===== src/rtl/sum_uart_tx.sv =====
// Change-filtered sum logger: queues each new distinct sum in a small FIFO and sends it as UART.
// Define SUM_UART_PARITY_EN to append an even parity bit (8E1 framing instead of 8N1).
module sum_uart_tx #(
  parameter int CLKS_PER_BIT = 16,
  parameter int DEPTH        = 4
) (
  input  logic                     clk,
  input  logic                     rst_n,
  input  logic                     ena,
  input  logic [7:0]               sum_in,
  input  logic                     sum_valid,
  input  logic                     clr_overflow,
  output logic                     tx,
  output logic                     busy,
  output logic [$clog2(DEPTH):0]   fifo_level,
  output logic                     overflow
);

  localparam int AW = $clog2(DEPTH);
  localparam int LW = AW + 1;
  localparam int CW = $clog2(CLKS_PER_BIT);

`ifdef SUM_UART_PARITY_EN
  typedef enum logic [2:0] {IDLE, START, DATA, PARITY, STOP} state_t;
`else
  typedef enum logic [2:0] {IDLE, START, DATA, STOP} state_t;
`endif

  state_t         state_reg;
  logic [7:0]     mem [DEPTH];
  logic [AW-1:0]  wr_ptr_reg;
  logic [AW-1:0]  rd_ptr_reg;
  logic [LW-1:0]  count_reg;
  logic [7:0]     last_reg;
  logic           last_valid_reg;
  logic           overflow_reg;
  logic [7:0]     shift_reg;
  logic [CW-1:0]  baud_reg;
  logic [2:0]     bit_reg;
  logic           tx_reg;
  logic           busy_reg;
`ifdef SUM_UART_PARITY_EN
  logic           parity_reg;
`endif

  logic is_new;
  logic full;
  logic pop;
  logic push;
  logic drop;
  logic baud_done;

  assign is_new    = sum_valid && ena && (!last_valid_reg || (sum_in != last_reg));
  assign full      = (count_reg == LW'(DEPTH));
  assign pop       = (state_reg == IDLE) && (count_reg != '0);
  // A pop on the same edge frees the slot the push needs
  assign push      = is_new && (!full || pop);
  assign drop      = is_new && full && !pop;
  assign baud_done = (baud_reg == CW'(CLKS_PER_BIT - 1));

  assign tx         = tx_reg;
  assign busy       = busy_reg;
  assign fifo_level = count_reg;
  assign overflow   = overflow_reg;

  always_ff @(posedge clk) begin
    if (push) begin
      mem[wr_ptr_reg] <= sum_in;
    end
  end

  always_ff @(posedge clk or negedge rst_n) begin
    if (!rst_n) begin
      wr_ptr_reg     <= '0;
      rd_ptr_reg     <= '0;
      count_reg      <= '0;
      last_reg       <= '0;
      last_valid_reg <= 1'b0;
      overflow_reg   <= 1'b0;
    end else begin
      if (push) begin
        wr_ptr_reg     <= wr_ptr_reg + 1'b1;
        last_reg       <= sum_in;
        last_valid_reg <= 1'b1;
      end
      if (pop) begin
        rd_ptr_reg <= rd_ptr_reg + 1'b1;
      end
      if (push && !pop) begin
        count_reg <= count_reg + 1'b1;
      end else if (pop && !push) begin
        count_reg <= count_reg - 1'b1;
      end
      if (drop) begin
        overflow_reg <= 1'b1;
      end else if (clr_overflow) begin
        overflow_reg <= 1'b0;
      end
    end
  end

  always_ff @(posedge clk or negedge rst_n) begin
    if (!rst_n) begin
      state_reg  <= IDLE;
      shift_reg  <= '0;
      baud_reg   <= '0;
      bit_reg    <= '0;
      tx_reg     <= 1'b1;
      busy_reg   <= 1'b0;
`ifdef SUM_UART_PARITY_EN
      parity_reg <= 1'b0;
`endif
    end else begin
      case (state_reg)
        IDLE: begin
          if (pop) begin
            shift_reg  <= mem[rd_ptr_reg];
`ifdef SUM_UART_PARITY_EN
            parity_reg <= ^mem[rd_ptr_reg];
`endif
            tx_reg     <= 1'b0;
            busy_reg   <= 1'b1;
            baud_reg   <= '0;
            bit_reg    <= '0;
            state_reg  <= START;
          end
        end
        START: begin
          if (baud_done) begin
            baud_reg  <= '0;
            tx_reg    <= shift_reg[0];
            state_reg <= DATA;
          end else begin
            baud_reg <= baud_reg + 1'b1;
          end
        end
        DATA: begin
          if (baud_done) begin
            baud_reg <= '0;
            if (bit_reg == 3'd7) begin
`ifdef SUM_UART_PARITY_EN
              tx_reg    <= parity_reg;
              state_reg <= PARITY;
`else
              tx_reg    <= 1'b1;
              state_reg <= STOP;
`endif
            end else begin
              bit_reg   <= bit_reg + 1'b1;
              shift_reg <= shift_reg >> 1;
              tx_reg    <= shift_reg[1];
            end
          end else begin
            baud_reg <= baud_reg + 1'b1;
          end
        end
`ifdef SUM_UART_PARITY_EN
        PARITY: begin
          if (baud_done) begin
            baud_reg  <= '0;
            tx_reg    <= 1'b1;
            state_reg <= STOP;
          end else begin
            baud_reg <= baud_reg + 1'b1;
          end
        end
`endif
        STOP: begin
          if (baud_done) begin
            baud_reg  <= '0;
            busy_reg  <= 1'b0;
            state_reg <= IDLE;
          end else begin
            baud_reg <= baud_reg + 1'b1;
          end
        end
        default: begin
          tx_reg    <= 1'b1;
          busy_reg  <= 1'b0;
          state_reg <= IDLE;
        end
      endcase
    end
  end

endmodule


===== config.mk =====
export PLATFORM = sky130hd
export DESIGN_NAME = sum_uart_tx
export DESIGN_NICKNAME = d
export VERILOG_FILES = /design/src/rtl/sum_uart_tx.sv
export SDC_FILE = /design/constraint.sdc
export NUM_CORES = 1
export LEC_CHECK = 0
export ABC_CLOCK_PERIOD_IN_PS = 7100
export BUFFER_PORTS_ARGS = -buffer_cell sky130_fd_sc_hd__buf_2
export CAP_MARGIN = 20
export CORE_UTILIZATION = 30
export CTS_CLUSTER_SIZE = 8
export DETAILED_ROUTE_END_ITERATION = 8
export GPL_ROUTABILITY_DRIVEN = 1
export GPL_TIMING_DRIVEN = 0
export PLACE_DENSITY = 0.56
export SYNTH_ARGS = -nofsm -noshare
export SYNTH_HDL_FRONTEND = slang
export SYNTH_SLANG_ARGS = --single-unit

===== constraint.sdc =====
create_clock -name clk -period 7.1 [get_ports clk]
set_clock_uncertainty 0.2 [all_clocks]
set_input_delay 0 -clock clk [delete_from_list [all_inputs] [get_ports clk]]
set_output_delay 0 -clock clk [all_outputs]
set_load 0.005 [all_outputs]

==> results of run 1 <==
==> worst max path at each step <==
stage                                        start                         to  slack [ps]  cells after the start
after floorplan           state_reg[0]$_DFFE_PN0P_  fifo_level[1]$_DFFE_PN0P_        4400                     12
after global placement    state_reg[0]$_DFFE_PN0P_  fifo_level[1]$_DFFE_PN0P_        4160                     12
after detailed placement  state_reg[0]$_DFFE_PN0P_  fifo_level[1]$_DFFE_PN0P_        4110                     12
after CTS                 state_reg[0]$_DFFE_PN0P_  fifo_level[1]$_DFFE_PN0P_        4090                     12
after global routing      state_reg[1]$_DFFE_PN0P_  fifo_level[1]$_DFFE_PN0P_        3960                     12
final                     state_reg[0]$_DFFE_PN0P_  fifo_level[1]$_DFFE_PN0P_        4130                     12
==> stage by stage <==
step / power [mW] / instance area (um^2)
3_5_place_dp: 1.18 / 3410
3_3_place_gp: 1.16 / 3410
2_1_floorplan: 1.04 / 3150
4_1_cts: 1.58 / 3780
6_report: 1.56 / 3780
5_1_grt: 1.67 / 3780
==> synthesized netlist by cell type (all sizes together), types with 2 or more instances <==
library cell	number	area share
nor2	17	0.023
ha	13	0.052
buf	8	0.016
nor3	2	0.0032
nand3	8	0.014
xor2	2	0.0056
inv	17	0.020
dfrtp	35	0.28
o22ai	2	0.0040
edfxtp	32	0.31
xnor2	13	0.041
mux4	8	0.057
nor4b	2	0.015
o31ai	2	0.0091
o21ai	7	0.011
mux2i	8	0.025
a21oi	13	0.021
nand2	8	0.0095
mux2	12	0.048
==> power breakdown <==
| group | total (mW) | switching (mW) | internal, mW |
|---|---|---|---|
| clock network | 0.391 | 0.148 | 0.243 |
| logic | 0.560 | 0.282 | 0.278 |
| registers | 0.604 | 0.0775 | 0.527 |
| total | 1.56 | 0.508 | 1.05 |
==> metal layers <==
| layer | vias to the layer above | GRT usage | routed length [um] | part of all wire |
|---|---|---|---|---|
| met4 | 0 | 0.0643 | 84 | 0.016 |
| met1 | 890 | 0.131 | 2400 | 0.45 |
| met3 | 9 | 0.0326 | 248 | 0.047 |
| met5 | - | 0 | 0 | 0 |
| met2 | 39 | 0.179 | 2590 | 0.49 |
| li1 | 877 | - | - | - |
==> cells by family (layout without fill, tap and decap cells) <==
logic type / count (synthesis) / count (layout) / synth area share
AOI/OAI and AO/OA: 28 / 28 / 0.0569
muxes: 28 / 28 / 0.130
xor gates and xnor gates: 15 / 15 / 0.0465
buffers and inverters: 26 / 73 / 0.0378
DFF: 68 / 68 / 0.592
and+or+nand+nor: 43 / 43 / 0.0780
adders and majority gates: 14 / 14 / 0.0581
==> final cells by class <==
cell class	instances	area share
well taps	136	0.0450
repair buffers	31	0.0582
clock inverters	6	0.0294
multi-input cells	128	0.307
inverters	17	0.0169
clock buffers	10	0.0364
plain buffers	9	0.0145
flip-flops and latches	68	0.492
==> worst max-delay path, stage by stage (launching register included) <==
cell and delay [ps]:
dfrtp_1 400, inv_1 100, ha_1 190, buf_2 180
nor4b_4 340, nor2_4 110, o31ai_4 100, buf_8 190
inv_1 60, ha_1 230, inv_1 70, fa_1 410
mux2_2 270
==> flow_summary.yaml, run 1 <==
final_layout:
  fin_util: 0.370
  layout_commonest_cell: "dfrtp_1"
  drive_gt1_frac: 0.264
  ff_latch_area_mm2: 0.00186
  antenna_cells: 0
  layout.cells.non_filler: 405
  largest_register_ff_count: 32
  nets: 291
  final_cell_mix: "dfrtp_1, edfxtp_1, buf_2"
  fillers: 985
  multi_input_area_mm2: 0.00116
  area_growth_syn_to_layout_pct: 20.3
timing:
  hold_viol_final: 0
  slew_violations: 0
  worst_hold_slack_ps: 120
  worst_slew_pin_slew_ps: 845
  rsz0062_at_grt: "false"
  fmax_ghz: 0.336
  setup_slack_ps: 4130
  fin_crit_ps: 2970
  maxSlewHeadroom: 0.437
  setup_viol: 0
  finalCritPeriodShare: 0.419
  timing.setup.tns_ps: 0
route:
  wirelength_mm: 5.32
  detail_route.wl_per_cell_um: 13.1
  drc: 0
  drt_iter0_markers: 65
  dr.pass1.iters: 4
  num_vias: 1815
  vias_per_cell: 4.48
  postRouteAntennaNets: 0
synth:
  synth.ff_latch_count: 68
  ys_seq_area_frac: 0.592
  synth_area_mm2: 0.00315
  ys_warn_count: 0
  synth-edff-count: 32
  yosysUniqueCellTypes: 41
  syn_nets: 249
  async_reset_ff_frac: 0.529
  synth-main-ff-cell: "dfrtp_1"
  syn_area_per_cell_um2: 14.2
  syn_inst: 222
grt:
  grt_pass1_wl_mm: 9.09
  grt_overflow: 0
  grt_pass1_vias: 1855
  grtUsageTotal: 0.111
  antenna_found_initial: 0
  grt_max_degree: 37
power:
  power.density_mw_per_mm2: 411
  p_leak_nw: 1.50
  irDropWorstVdd_v: 0.000180
clocking:
  clk_latency_ps: 350
  cts_resized: 0
  path_clk_slew_ps: 70
  root_buffer: "clkbuf_8"
  cts_max_path_buffers: 2
  cts_made_buffers: 9
  postCtsHoldBufs: 13
  htreeDepth: 3
  cts_tree: "built"
  cts.sinks: 68
  post-cts-setup-buffers: 0
critical_path:
  arrival_ps: 3000
  endpoint_kind: "flop"
  crit_type: "reg2reg"
  cp_data_required_time_ps: 7120
  cp-start-kind: "flop"
  r2r_cells: 12
  path_max_fanout: 10
  r2r-start: "state_reg[0]$_DFFE_PN0P_"
  reg2reg_to: "fifo_level[1]$_DFFE_PN0P_"
  reg2reg_slack_ps: 4130
hold_path:
  min_path_type: "in2async"
run:
  drv_cap: 0
place:
  place_congestion: 0.721
  hpwlAfterDp_mm: 3.65
  dpl_worst_slack_ps: 4110
  port_buffers: 18
  dp.cells: 376
floorplan:
  die_area_mm2: 0.0109
  boundaryPins: 19
  die_h_um: 104
  core_region_area_mm2: 0.0102
  die_w_um: 104
  start_util: 0.307
  num_rows: 37
outcome:
  status: "completed"
Power figures use the tool's default switching activity.
==> run 2: changes to the inputs <==
--- a/config.mk
+++ b/config.mk
@@ -5,7 +5,7 @@
 export SDC_FILE = /design/constraint.sdc
 export NUM_CORES = 1
 export LEC_CHECK = 0
-export ABC_CLOCK_PERIOD_IN_PS = 7100
+export ABC_CLOCK_PERIOD_IN_PS = 2700
 export BUFFER_PORTS_ARGS = -buffer_cell sky130_fd_sc_hd__buf_2
 export CAP_MARGIN = 20
 export CORE_UTILIZATION = 30
@@ -13,7 +13,7 @@
 export DETAILED_ROUTE_END_ITERATION = 8
 export GPL_ROUTABILITY_DRIVEN = 1
 export GPL_TIMING_DRIVEN = 0
-export PLACE_DENSITY = 0.56
+export PLACE_DENSITY = 0.58
 export SYNTH_ARGS = -nofsm -noshare
 export SYNTH_HDL_FRONTEND = slang
 export SYNTH_SLANG_ARGS = --single-unit
==> constraint.sdc (replaced) <==
create_clock -name clk -period 2.7 [get_ports clk]
set_clock_uncertainty 0.2 [all_clocks]
set_input_delay 0 -clock clk [delete_from_list [all_inputs] [get_ports clk]]
set_output_delay 0 -clock clk [all_outputs]
set_load 0.005 [all_outputs]
==> run 2 against run 1 <==
Against the previous run:
- largest power group is now combinational logic
- design area grew 0.43%
- register-to-register slack lost 3900 ps
- clock-buffer cell count shrank 1
- first-iteration DRC count grew 43%
- setup slack lost 3900 ps
- combinational power grew to 2.9 times the previous value
- critical endpoint unchanged
- total power grew to 2.6 times the previous value
==> flow_summary.yaml, run 2 (synthesized netlist as in run 1, its figures left out) <==
critical_path:
  crit_top_cell: "inv_2"
  endpoint_kind: "flop"
  cp_num_buf_inv: 4
  crit_slowest_cell: "fa_1"
  cp_data_required_time_ps: 2720
  r2r_cells: 11
  path_max_fanout: 2
  crit_type: "reg2reg"
  reg2reg_slack_ps: 180
  cp-start-kind: "flop"
  crit_chain: "inv_2 > ha_4 > nor4b_4 > nor2_4 > o31ai_4 > buf_8 > inv_1 > ha_2 > inv_2 > fa_1 > mux2_4"
  reg2reg_to: "fifo_level[1]$_DFFE_PN0P_"
  critical_path.max_stage_delay_ps: 390
  r2r-start: "state_reg[1]$_DFFE_PN0P_"
  critPathTopFamily: "adder cells"
  arrival_ps: 2540
power:
  irDropWorstVdd_v: 0.000497
  power.density_mw_per_mm2: 1050
  clkPwrFrac: 0.203
  power_frac_comb: 0.401
  seq_power_share: 0.397
  p_leak_nw: 1.51
  swShare: 0.344
  netSwitchingPower_mw: 1.37
  p_int_mw: 2.62
final_layout:
  drive_gt1_frac: 0.293
  area_growth_syn_to_layout_pct: 20.8
  nets: 298
  largest_register_ff_count: 32
  antenna_cells: 0
  multi_input_area_mm2: 0.00118
  ff_latch_area_mm2: 0.00186
  fillers: 968
  fin_util: 0.372
  final_cell_mix: "dfrtp_1, edfxtp_1, buf_2"
  layout_commonest_cell: "dfrtp_1"
floorplan:
  boundaryPins: 19
  core_region_area_mm2: 0.0102
  num_rows: 37
  die_h_um: 104
  die_w_um: 104
  die_area_mm2: 0.0109
  start_util: 0.307
place:
  place_congestion: 0.695
  hpwlAfterDp_mm: 3.62
  port_buffers: 18
run:
  drv_cap: 0
grt:
  grt_max_degree: 37
  grt_overflow: 0
  grtUsageTotal: 0.114
  grt_pass1_wl_mm: 9.43
  grt_pass1_vias: 1870
  antenna_found_initial: 0
route:
  drt_iter0_markers: 93
  wl_met3_um: 147
  postRouteAntennaNets: 0
  met2_length_mm: 2.67
  dr.pass1.iters: 4
  highest_layer: "met4"
  wl_met1_mm: 2.62
  vias_per_cell: 4.44
  detail_route.wl_per_cell_um: 13.5
  wirelength_mm: 5.54
  drc: 0
  num_vias: 1829
clocking:
  path_clk_slew_ps: 80
  root_buffer: "clkbuf_8"
  htreeDepth: 3
  cts_max_path_buffers: 2
  cts_made_buffers: 9
  cts_tree: "built"
  cts.sinks: 68
  clk_latency_ps: 340
timing:
  slew_violations: 0
  fmax_ghz: 0.397
  rsz0062_at_grt: "false"
  finalCritPeriodShare: 0.933
  worst_slew_pin_slew_ps: 833
  fin_crit_ps: 2520
  maxSlewHeadroom: 0.444
  hold_viol_final: 0
  setup_viol: 0
  timing.setup.tns_ps: 0
outcome:
  status: "completed"
hold_path:
  min_from: "sum_valid"
  min_path_type: "in2reg"
  min_path_cells: 6
  hold_path_end: "last_reg[2]$_DFFE_PN0P_"
run 2: cell types whose count changed in the layout (fill, tap and decap cells not counted), moves of 2 or more:
cell,previous run,this run
ha_1,13,11
bufinv_16,3,1
inv_1,17,14
buf_4,1,9
inv_2,0,3
clkinv_1,0,2
run 2: cell type report:
type                            instances  share of cell area
Multi-Input combinational cell        128               0.311
Clock inverter                          7              0.0178
Inverter                               17              0.0168
Clock buffer                            9              0.0326
Sequential cell                        68               0.490
Tap cell                              136              0.0448
Timing Repair Buffer                   39              0.0737
Buffer                                  8              0.0132
run 2: power groups by stage:
stage	Combinational, mW	Sequential (mW)	Clock (mW)
6_report	1.60	1.58	0.807
5_1_grt	1.79	1.62	0.883
4_1_cts	1.60	1.58	0.835
3_5_place_dp	1.50	1.61	0
3_3_place_gp	1.48	1.61	0
2_1_floorplan	1.18	1.58	0
run 2: what timing repair did:
item,CTS,global route
endpoints found under the setup margin,2,1
setup buffers,7,1
resized for setup,1,5
endpoints found under the hold margin,77,0
pin swaps,2,4
hold buffers,13,0
run 2: worst max-delay path by stage:
stage               slack, ps  cells past startpoint                startpoint                        end
floorplan                   7                     12  state_reg[0]$_DFFE_PN0P_  fifo_level[1]$_DFFE_PN0P_
global placement         -230                     12  state_reg[1]$_DFFE_PN0P_  fifo_level[1]$_DFFE_PN0P_
detailed placement       -240                     12  state_reg[1]$_DFFE_PN0P_  fifo_level[1]$_DFFE_PN0P_
CTS                        20                     12  state_reg[0]$_DFFE_PN0P_  fifo_level[1]$_DFFE_PN0P_
global route               70                     11  state_reg[0]$_DFFE_PN0P_  fifo_level[1]$_DFFE_PN0P_
finish                    180                     11  state_reg[1]$_DFFE_PN0P_  fifo_level[1]$_DFFE_PN0P_
run 2: worst min-delay path, stage by stage:
cell and delay (ps):
buf_2 100, nand2_1 90, nor2_4 50, o31ai_4 70, buf_4 130, mux2_2 140
run 2: per-stage QoR:
stage          cell area (um^2)  hold WS [ps]  worst slack [ps]  instances  power [mW]
2_1_floorplan              3150          -496              7.02        222        2.76
3_3_place_gp               3410         -41.2              -230        376        3.08
3_5_place_dp               3410         -35.3              -240        376        3.12
4_1_cts                    3790          69.0              22.4        412        4.02
5_1_grt                    3800          87.1              69.7        412        4.29
6_report                   3800          83.3               181        412        3.99
run 2: routing by layer:
layer / vias to the layer above / global-route usage
li1: 889 / -
met1: 908 / 0.147
met2: 24 / 0.178
met3: 8 / 0.0269
met4: 0 / 0.0582
met5: - / 0
